[src/rtl/systolic_sequencer_if.sv]
// Control/readout bundle between a host and the systolic array sequencer.
// The master drives commands and readout acceptance; the slave is the sequencer.
interface systolic_sequencer_if #(
    parameter int unsigned N       = 4,
    parameter int unsigned K_WIDTH = 8
);
    localparam int unsigned RW = $clog2(N);

    logic               start;
    logic [K_WIDTH-1:0] k_len;
    logic               c_ready;

    logic               busy;
    logic               done;
    logic               array_clr;
    logic               load;
    logic [K_WIDTH:0]   step;
    logic [N-1:0]       row_en;
    logic [N-1:0]       col_en;
    logic               c_valid;
    logic [RW-1:0]      c_row;

    modport master (
        output start, k_len, c_ready,
        input  busy, done, array_clr, load, step, row_en, col_en, c_valid, c_row
    );

    modport slave (
        input  start, k_len, c_ready,
        output busy, done, array_clr, load, step, row_en, col_en, c_valid, c_row
    );
endinterface

[src/rtl/systolic_sequencer.sv]
// Sequences one N x N systolic matrix-multiply pass: clear, skewed operand feed,
// accumulator drain and row-by-row result readout. All outputs are registered.
module systolic_sequencer #(
    parameter int unsigned DATA_WIDTH = 32,
    parameter int unsigned N          = 4,
    parameter int unsigned K_WIDTH    = 8
) (
    input  logic                clk,
    input  logic                rst,
    systolic_sequencer_if.slave bus
);
    localparam int unsigned SW = K_WIDTH + 1;
    localparam int unsigned EW = K_WIDTH + 2;
    localparam int unsigned RW = $clog2(N);

    localparam logic [2:0] S_IDLE  = 3'd0;
    localparam logic [2:0] S_CLEAR = 3'd1;
    localparam logic [2:0] S_FEED  = 3'd2;
    localparam logic [2:0] S_DRAIN = 3'd3;
    localparam logic [2:0] S_READ  = 3'd4;
    localparam logic [2:0] S_DONE  = 3'd5;

    // Feed covers k_len operands plus the 2N-2 cycles of row/column skew.
    localparam logic [SW-1:0] FEED_TAIL = SW'(2 * N - 3);
    localparam logic [RW-1:0] LAST_ROW  = RW'(N - 1);

    if (N < 2 || N > 16) begin : g_bad_n
        $error("systolic_sequencer: N must be in 2..16");
    end
    if (DATA_WIDTH == 0) begin : g_bad_dw
        $error("systolic_sequencer: DATA_WIDTH must be non-zero");
    end

    logic [2:0]         r_state;
    logic [K_WIDTH-1:0] r_k;
    logic [SW-1:0]      r_step;
    logic [RW-1:0]      r_c_row;
    logic               r_busy;
    logic               r_done;
    logic               r_clr;
    logic               r_load;
    logic               r_c_valid;
    logic [N-1:0]       r_row_en;
    logic [N-1:0]       r_col_en;

    logic [2:0]         w_nxt_state;
    logic [K_WIDTH-1:0] w_nxt_k;
    logic [SW-1:0]      w_nxt_step;
    logic [RW-1:0]      w_nxt_c_row;
    logic [SW-1:0]      w_last_step;
    logic [N-1:0]       w_nxt_en;

    assign w_last_step = SW'(r_k) + FEED_TAIL;

    // Next-state and counter updates.
    always_comb begin
        w_nxt_state = r_state;
        w_nxt_k     = r_k;
        w_nxt_step  = r_step;
        w_nxt_c_row = r_c_row;
        case (r_state)
            S_IDLE: begin
                if (bus.start) begin
                    if (bus.k_len != '0) begin
                        w_nxt_state = S_CLEAR;
                        w_nxt_k     = bus.k_len;
                        w_nxt_step  = '0;
                    end else begin
                        w_nxt_state = S_DONE;
                    end
                end
            end
            S_CLEAR: begin
                w_nxt_state = S_FEED;
                w_nxt_step  = '0;
            end
            S_FEED: begin
                if (r_step == w_last_step) begin
                    w_nxt_state = S_DRAIN;
                end else begin
                    w_nxt_step = r_step + SW'(1);
                end
            end
            S_DRAIN: begin
                w_nxt_state = S_READ;
                w_nxt_c_row = '0;
            end
            S_READ: begin
                if (bus.c_ready) begin
                    if (r_c_row == LAST_ROW) begin
                        w_nxt_state = S_DONE;
                    end else begin
                        w_nxt_c_row = r_c_row + RW'(1);
                    end
                end
            end
            S_DONE: begin
                w_nxt_state = S_IDLE;
            end
            default: begin
                w_nxt_state = S_IDLE;
            end
        endcase
    end

    // Row i / column j operand valid while i <= step < i + k_len during feed.
    always_comb begin
        w_nxt_en = '0;
        for (int i = 0; i < N; i++) begin
            if ((w_nxt_state == S_FEED) &&
                (EW'(w_nxt_step) >= EW'(i)) &&
                (EW'(w_nxt_step) < (EW'(i) + EW'(w_nxt_k)))) begin
                w_nxt_en[i] = 1'b1;
            end
        end
    end

    always_ff @(posedge clk or negedge rst) begin
        if (!rst) begin
            r_state   <= S_IDLE;
            r_k       <= '0;
            r_step    <= '0;
            r_c_row   <= '0;
            r_busy    <= 1'b0;
            r_done    <= 1'b0;
            r_clr     <= 1'b0;
            r_load    <= 1'b0;
            r_c_valid <= 1'b0;
            r_row_en  <= '0;
            r_col_en  <= '0;
        end else begin
            r_state   <= w_nxt_state;
            r_k       <= w_nxt_k;
            r_step    <= w_nxt_step;
            r_c_row   <= w_nxt_c_row;
            r_busy    <= (w_nxt_state != S_IDLE);
            r_done    <= (w_nxt_state == S_DONE);
            r_clr     <= (w_nxt_state == S_CLEAR);
            r_load    <= (w_nxt_state == S_FEED);
            r_c_valid <= (w_nxt_state == S_READ);
            r_row_en  <= w_nxt_en;
            r_col_en  <= w_nxt_en;
        end
    end

    assign bus.busy      = r_busy;
    assign bus.done      = r_done;
    assign bus.array_clr = r_clr;
    assign bus.load      = r_load;
    assign bus.step      = r_step;
    assign bus.row_en    = r_row_en;
    assign bus.col_en    = r_col_en;
    assign bus.c_valid   = r_c_valid;
    assign bus.c_row     = r_c_row;
endmodule

[src/flat_wrapper.sv]
// flat-port wrapper written by rule: the top's interface ports become plain ports
module systolic_sequencer_flat 
#(
    parameter int unsigned DATA_WIDTH = 32,
    parameter int unsigned N          = 4,
    parameter int unsigned K_WIDTH    = 8
)
  (clk, rst, bus_start, bus_k_len, bus_c_ready, bus_busy, bus_done, bus_array_clr, bus_load, bus_step, bus_row_en, bus_col_en, bus_c_valid, bus_c_row);
  systolic_sequencer_if #(.N(N), .K_WIDTH(K_WIDTH)) bus_i ();
  input  logic clk;
  input  logic rst;
  input wire logic [$bits(bus_i.start)-1:0] bus_start;
  input wire logic [$bits(bus_i.k_len)-1:0] bus_k_len;
  input wire logic [$bits(bus_i.c_ready)-1:0] bus_c_ready;
  output wire logic [$bits(bus_i.busy)-1:0] bus_busy;
  output wire logic [$bits(bus_i.done)-1:0] bus_done;
  output wire logic [$bits(bus_i.array_clr)-1:0] bus_array_clr;
  output wire logic [$bits(bus_i.load)-1:0] bus_load;
  output wire logic [$bits(bus_i.step)-1:0] bus_step;
  output wire logic [$bits(bus_i.row_en)-1:0] bus_row_en;
  output wire logic [$bits(bus_i.col_en)-1:0] bus_col_en;
  output wire logic [$bits(bus_i.c_valid)-1:0] bus_c_valid;
  output wire logic [$bits(bus_i.c_row)-1:0] bus_c_row;
  assign bus_i.start = bus_start;
  assign bus_i.k_len = bus_k_len;
  assign bus_i.c_ready = bus_c_ready;
  assign bus_busy = bus_i.busy;
  assign bus_done = bus_i.done;
  assign bus_array_clr = bus_i.array_clr;
  assign bus_load = bus_i.load;
  assign bus_step = bus_i.step;
  assign bus_row_en = bus_i.row_en;
  assign bus_col_en = bus_i.col_en;
  assign bus_c_valid = bus_i.c_valid;
  assign bus_c_row = bus_i.c_row;
  systolic_sequencer #(.DATA_WIDTH(DATA_WIDTH), .N(N), .K_WIDTH(K_WIDTH)) u_core (.clk(clk), .rst(rst), .bus(bus_i));
endmodule
[config.mk]
export PLATFORM = sky130hd
export DESIGN_NAME = systolic_sequencer_flat
export DESIGN_NICKNAME = d
export VERILOG_FILES = /design/src/rtl/systolic_sequencer_if.sv /design/src/rtl/systolic_sequencer.sv /design/src/flat_wrapper.sv
export SDC_FILE = /design/constraint.sdc
export NUM_CORES = 1
export LEC_CHECK = 0
export CORE_MARGIN = 3
export CORE_UTILIZATION = 40
export CTS_CLUSTER_DIAMETER = 120
export DETAILED_ROUTE_END_ITERATION = 10
export PLACE_DENSITY_LB_ADDON = 0.25
export SLEW_MARGIN = 20
export SYNTH_ARGS = -nofsm -noshare
export SYNTH_HDL_FRONTEND = slang
export SYNTH_SLANG_ARGS = --single-unit
export TNS_END_PERCENT = 30
[constraint.sdc]
create_clock -name clk -period 4.9 [get_ports clk]
set_clock_uncertainty 0.2 [all_clocks]
set_input_delay 1.47 -clock clk [delete_from_list [all_inputs] [get_ports clk]]
set_output_delay 1.47 -clock clk [all_outputs]
set_load 0.02 [all_outputs]
==> impl_results.md <==
* Outcome: complete, no violations
* Clock Power Share at 0.116
* Synth area leaders: dfrtp_1 26%, ha_1 15%, xnor2_1 6.4%
* DR vias/cell at 5.52
* Final #Nets at 449
* Simple-gate share of the synthesized area at 0.203
* I/O Pins at 36
* CTS Sinks at 31
* CP max stage delay at 0.57 ns
* Logic pwr share at 0.679
* Met1 usage at 0.257
* Number of synthesized flops with an enable pin at 0
* Min Tclk post-route at roughly 4.8 ns
* Gr ovfl total at 0
* CP max-delay cell: or4_4
* Die area at 0.00863 mm^2
* Initial Utilization at 0.414
* Synth Area per Inst at ~9.0 um^2
* CP max FO at 4
* Postcts setup bufs at 0
* CTS Buf Count at 5
* Maximum VDD drop at 0.284 mV
* Largest family of logic cells by synthesized area: compound AO/OA/AOI/OAI gates
* P_leak at roughly 1.8 nW
* Diode count at 0
* Total track usage at 0.198
* Root Driver: clkbuf_8
* Hold path cells at 2
* Core Area at 0.00729 mm^2
* Maximum root-to-sink buffer count at 2
* Pwr/cell area at between 500 and 600 mW/mm^2
* Rows at 31
* Busiest layer in global routing: met2
* Cell-internal power at 1.21 mW
* Synth Instances at 334
* Slew headroom at 0.394
* Fin Setup TNS at 0 ns
* Sequential-to-total area share from yosys stat at 0.257
* Post-Syn Area at 0.00302 mm^2
* Net count after synthesis at 381
* Cell depth of the worst setup path at 15
* Mux share of post-synthesis cell area at 0.0253
* Die X at 92.9 um
* Clk_lat worst skew at 0.28 ns
* Clk pin slew, worst setup/hold paths at 0.07 ns
* Reg-to-reg slack, setup at about 0.67 ns
* Adder-Cell Fraction of Synth Area at 0.145
* Met3 Track Usage GR at 0.0292
* Net Sw Power at ~1.0 mW
* Synthesized flop and latch total at 31
* Endpoints failing setup at 0
* Max-Cap Viols at 0
* Crit share post-route at 0.970
* DRT iter0 DRCs at 135
* Final Power at 2.26 mW
* Synth Area in Compound Gates at 0.230
* DRC Markers at 0
* Port bufs at 35
* Sequential Power Share at 0.205
* Layout cells sized above 1 at 0.196
* Length of the first detailed-routing pass in iterations at 4
* Sw Ratio at 0.463
* Final Hold Fails at 0
* Slew Viols, Final at 0
* Hold_ws at about 0.42 ns
* Startpoint types: input pin
* Final ANT Viol Nets at 0
* Vias in the first global route at 2,692
* XOR/XNOR share of the synthesized area at 0.0812
* Yosys top cell area share at 0.257
* Critical path's top delay family: compound AO/OA/AOI/OAI gates
* First-pass GRT wire length at 13,500 um
* Antenna violations before repair at 0
* GR Util met2 at 0.328
* Slew @ Worst Pin at 0.907 ns
* Fill cell count at ~700
* Max Fclk at 210 MHz
* Critical Path End Type: register
* Crit path cell chain: clkdlybuf4s50_1 > or4_4 > o21ai_4 > buf_4 > a22oi_1 > inv_1 > ha_2 > nand2_1 > nor3_2 > xnor2_1 > ha_1 > a21o_1 > a21oi_2 > o211ai_1 > a2111oi_1
* Crit path kind: in2reg
* Worst EP required at 4.86 ns
* Post-DP HPWL at 6530 um
* Largest net degree at the start of global routing at 32
* Crit path DAT at roughly 4.7 ns
* Cell taking the most area after synthesis: dfrtp_1
* RD Place Congestion at 0.875
* Core Util, Final at 0.528
* Yosys warns at 0
* Unique masters post-synth at 74
* Hold buffer count at CTS at 0
* Worst hold path type: reg2reg
* Post-synthesis async set-or-reset flop share at 1.00
* Die Y at 92.9 um
* Via count at 2,771
* Main synth FF type: dfrtp_1
* Routed WL at 8080 um
* Wire per inst at between 15 and 20 um
* Worst reg2reg path depth at 14
* WP buf/inv at 3
* H-tree Lvls at 2
* Area added between synthesis and finish at 27.6%
* CTS tree: built
## worst paths after layout
check	startpoint	endpoint
min	u_core.bus.c_row[0]$_DFFE_PN0P_	u_core.bus.c_row[0]$_DFFE_PN0P_
max in group asynchronous	rst	u_core.r_k[7]$_DFF_PN0_
max	bus_k_len[5]	u_core.bus.row_en[1]$_DFF_PN0_
min in group asynchronous	rst	u_core.bus.c_row[1]$_DFFE_PN0P_
max reg2reg	u_core.r_k[0]$_DFF_PN0_	u_core.bus.row_en[3]$_DFF_PN0_
min reg2reg	u_core.bus.c_row[0]$_DFFE_PN0P_	u_core.bus.c_row[0]$_DFFE_PN0P_
## layer usage
layer	part of all wire	vias up
met5	0	-
met4	0.030	0
met3	0.045	23
met2	0.48	69
met1	0.44	1316
li1	-	1363
## worst min-delay path, stage by stage (launching register included)
cell and delay, ns:
dfrtp_1 0.41, mux2i_1 0.10, nor2_1 0.07
## cells in the mapped netlist (2+ instances only)
| master | count |
|---|---|
| nor3b_1 | 5 |
| a22oi_1 | 5 |
| o21a_1 | 3 |
| nor2_1 | 20 |
| a22o_1 | 3 |
| a2111oi_2 | 2 |
| a211o_1 | 2 |
| buf_2 | 3 |
| nand3_1 | 12 |
| o41ai_1 | 4 |
| nand4b_1 | 2 |
| nor4_1 | 4 |
| xnor2_1 | 22 |
| nor3_1 | 6 |
| o21ai_0 | 5 |
| nand2b_1 | 3 |
| or2_2 | 2 |
| a221oi_2 | 2 |
| dfrtp_1 | 31 |
| and4_1 | 2 |
| xor2_1 | 6 |
| clkbuf_1 | 5 |
| ha_1 | 35 |
| or4_1 | 2 |
| o22ai_1 | 2 |
| buf_4 | 4 |
| buf_6 | 3 |
| a211oi_1 | 2 |
| or3_1 | 2 |
| nand3b_1 | 3 |
| clkbuf_4 | 2 |
| and2_1 | 4 |
| and3_1 | 4 |
| mux2i_1 | 5 |
| o211ai_1 | 3 |
| nand2_1 | 30 |
| inv_1 | 16 |
| a21o_1 | 11 |
| a21oi_1 | 22 |
## power groups by stage
stage | registers, mW | logic [mW] | clock network [mW]
6_report | 0.462 | 1.53 | 0.261
5_1_grt | 0.481 | 1.69 | 0.280
4_1_cts | 0.461 | 1.52 | 0.268
3_5_place_dp | 0.467 | 1.51 | 0
3_3_place_gp | 0.463 | 1.48 | 0
2_1_floorplan | 0.461 | 0.992 | 0
## repair_timing
action,CTS,global route
gates resized for setup,0,8
setup endpoints to repair,0,2
hold endpoints to repair,0,0
## per-stage QoR
| stage | area, um^2 | cells | worst slack [ns] |
|---|---|---|---|
| final | 3850 | 502 | 0.147 |
| after global routing | 3850 | 502 | -0.0219 |
| after CTS | 3820 | 502 | 0.0876 |
| after detailed placement | 3700 | 494 | -0.205 |
| after global placement | 3700 | 494 | -0.159 |
| after floorplan | 3020 | 334 | 0.268 |
## placed cells by master (no fill, tap or decap), types with 6 or more instances in the layout
| cell type | synthesis | layout |
|---|---|---|
| dfrtp_1 | 31 | 31 |
| xor2_1 | 6 | 6 |
| a21o_1 | 11 | 11 |
| nor2_1 | 20 | 20 |
| nand3_1 | 12 | 12 |
| buf_4 | 4 | 43 |
| clkbuf_8 | 0 | 6 |
| inv_1 | 16 | 16 |
| ha_1 | 35 | 34 |
| xnor2_1 | 22 | 22 |
| clkdlybuf4s50_1 | 0 | 35 |
| a21oi_1 | 22 | 21 |
| nand2_1 | 30 | 30 |
## registers in the layout (all words and copies together) (netlist names), 2 cells and up
register and cells:
u_core.bus.c_row 2, u_core.bus.row_en 4, u_core.bus.step 9, u_core.r_k 8, u_core.r_state 3
## logic make-up (layout without fill, tap and decap cells)
logic type               count (synthesis)  in the layout
flip-flops                              31             31
buffers and inverters                   34            103
XOR/XNOR                                28             28
AND/OR/NAND/NOR                        112            112
adder cells (fa/ha/maj)                 35             35
AO/OA/AOI/OAI                           87             87
multiplexers                             7              7
## cell type report
type                       instances  area [um^2]  share of cell area
clock buffer                       6         82.6              0.0214
inverter                          17         63.8              0.0166
multi-input combinational        269         2100               0.545
tap                               99          124              0.0322
sequential                        31          776               0.201
clock inverter                     2         35.0             0.00909
timing repair buffer              78          673               0.175
(Power assumes the default switching activity.)
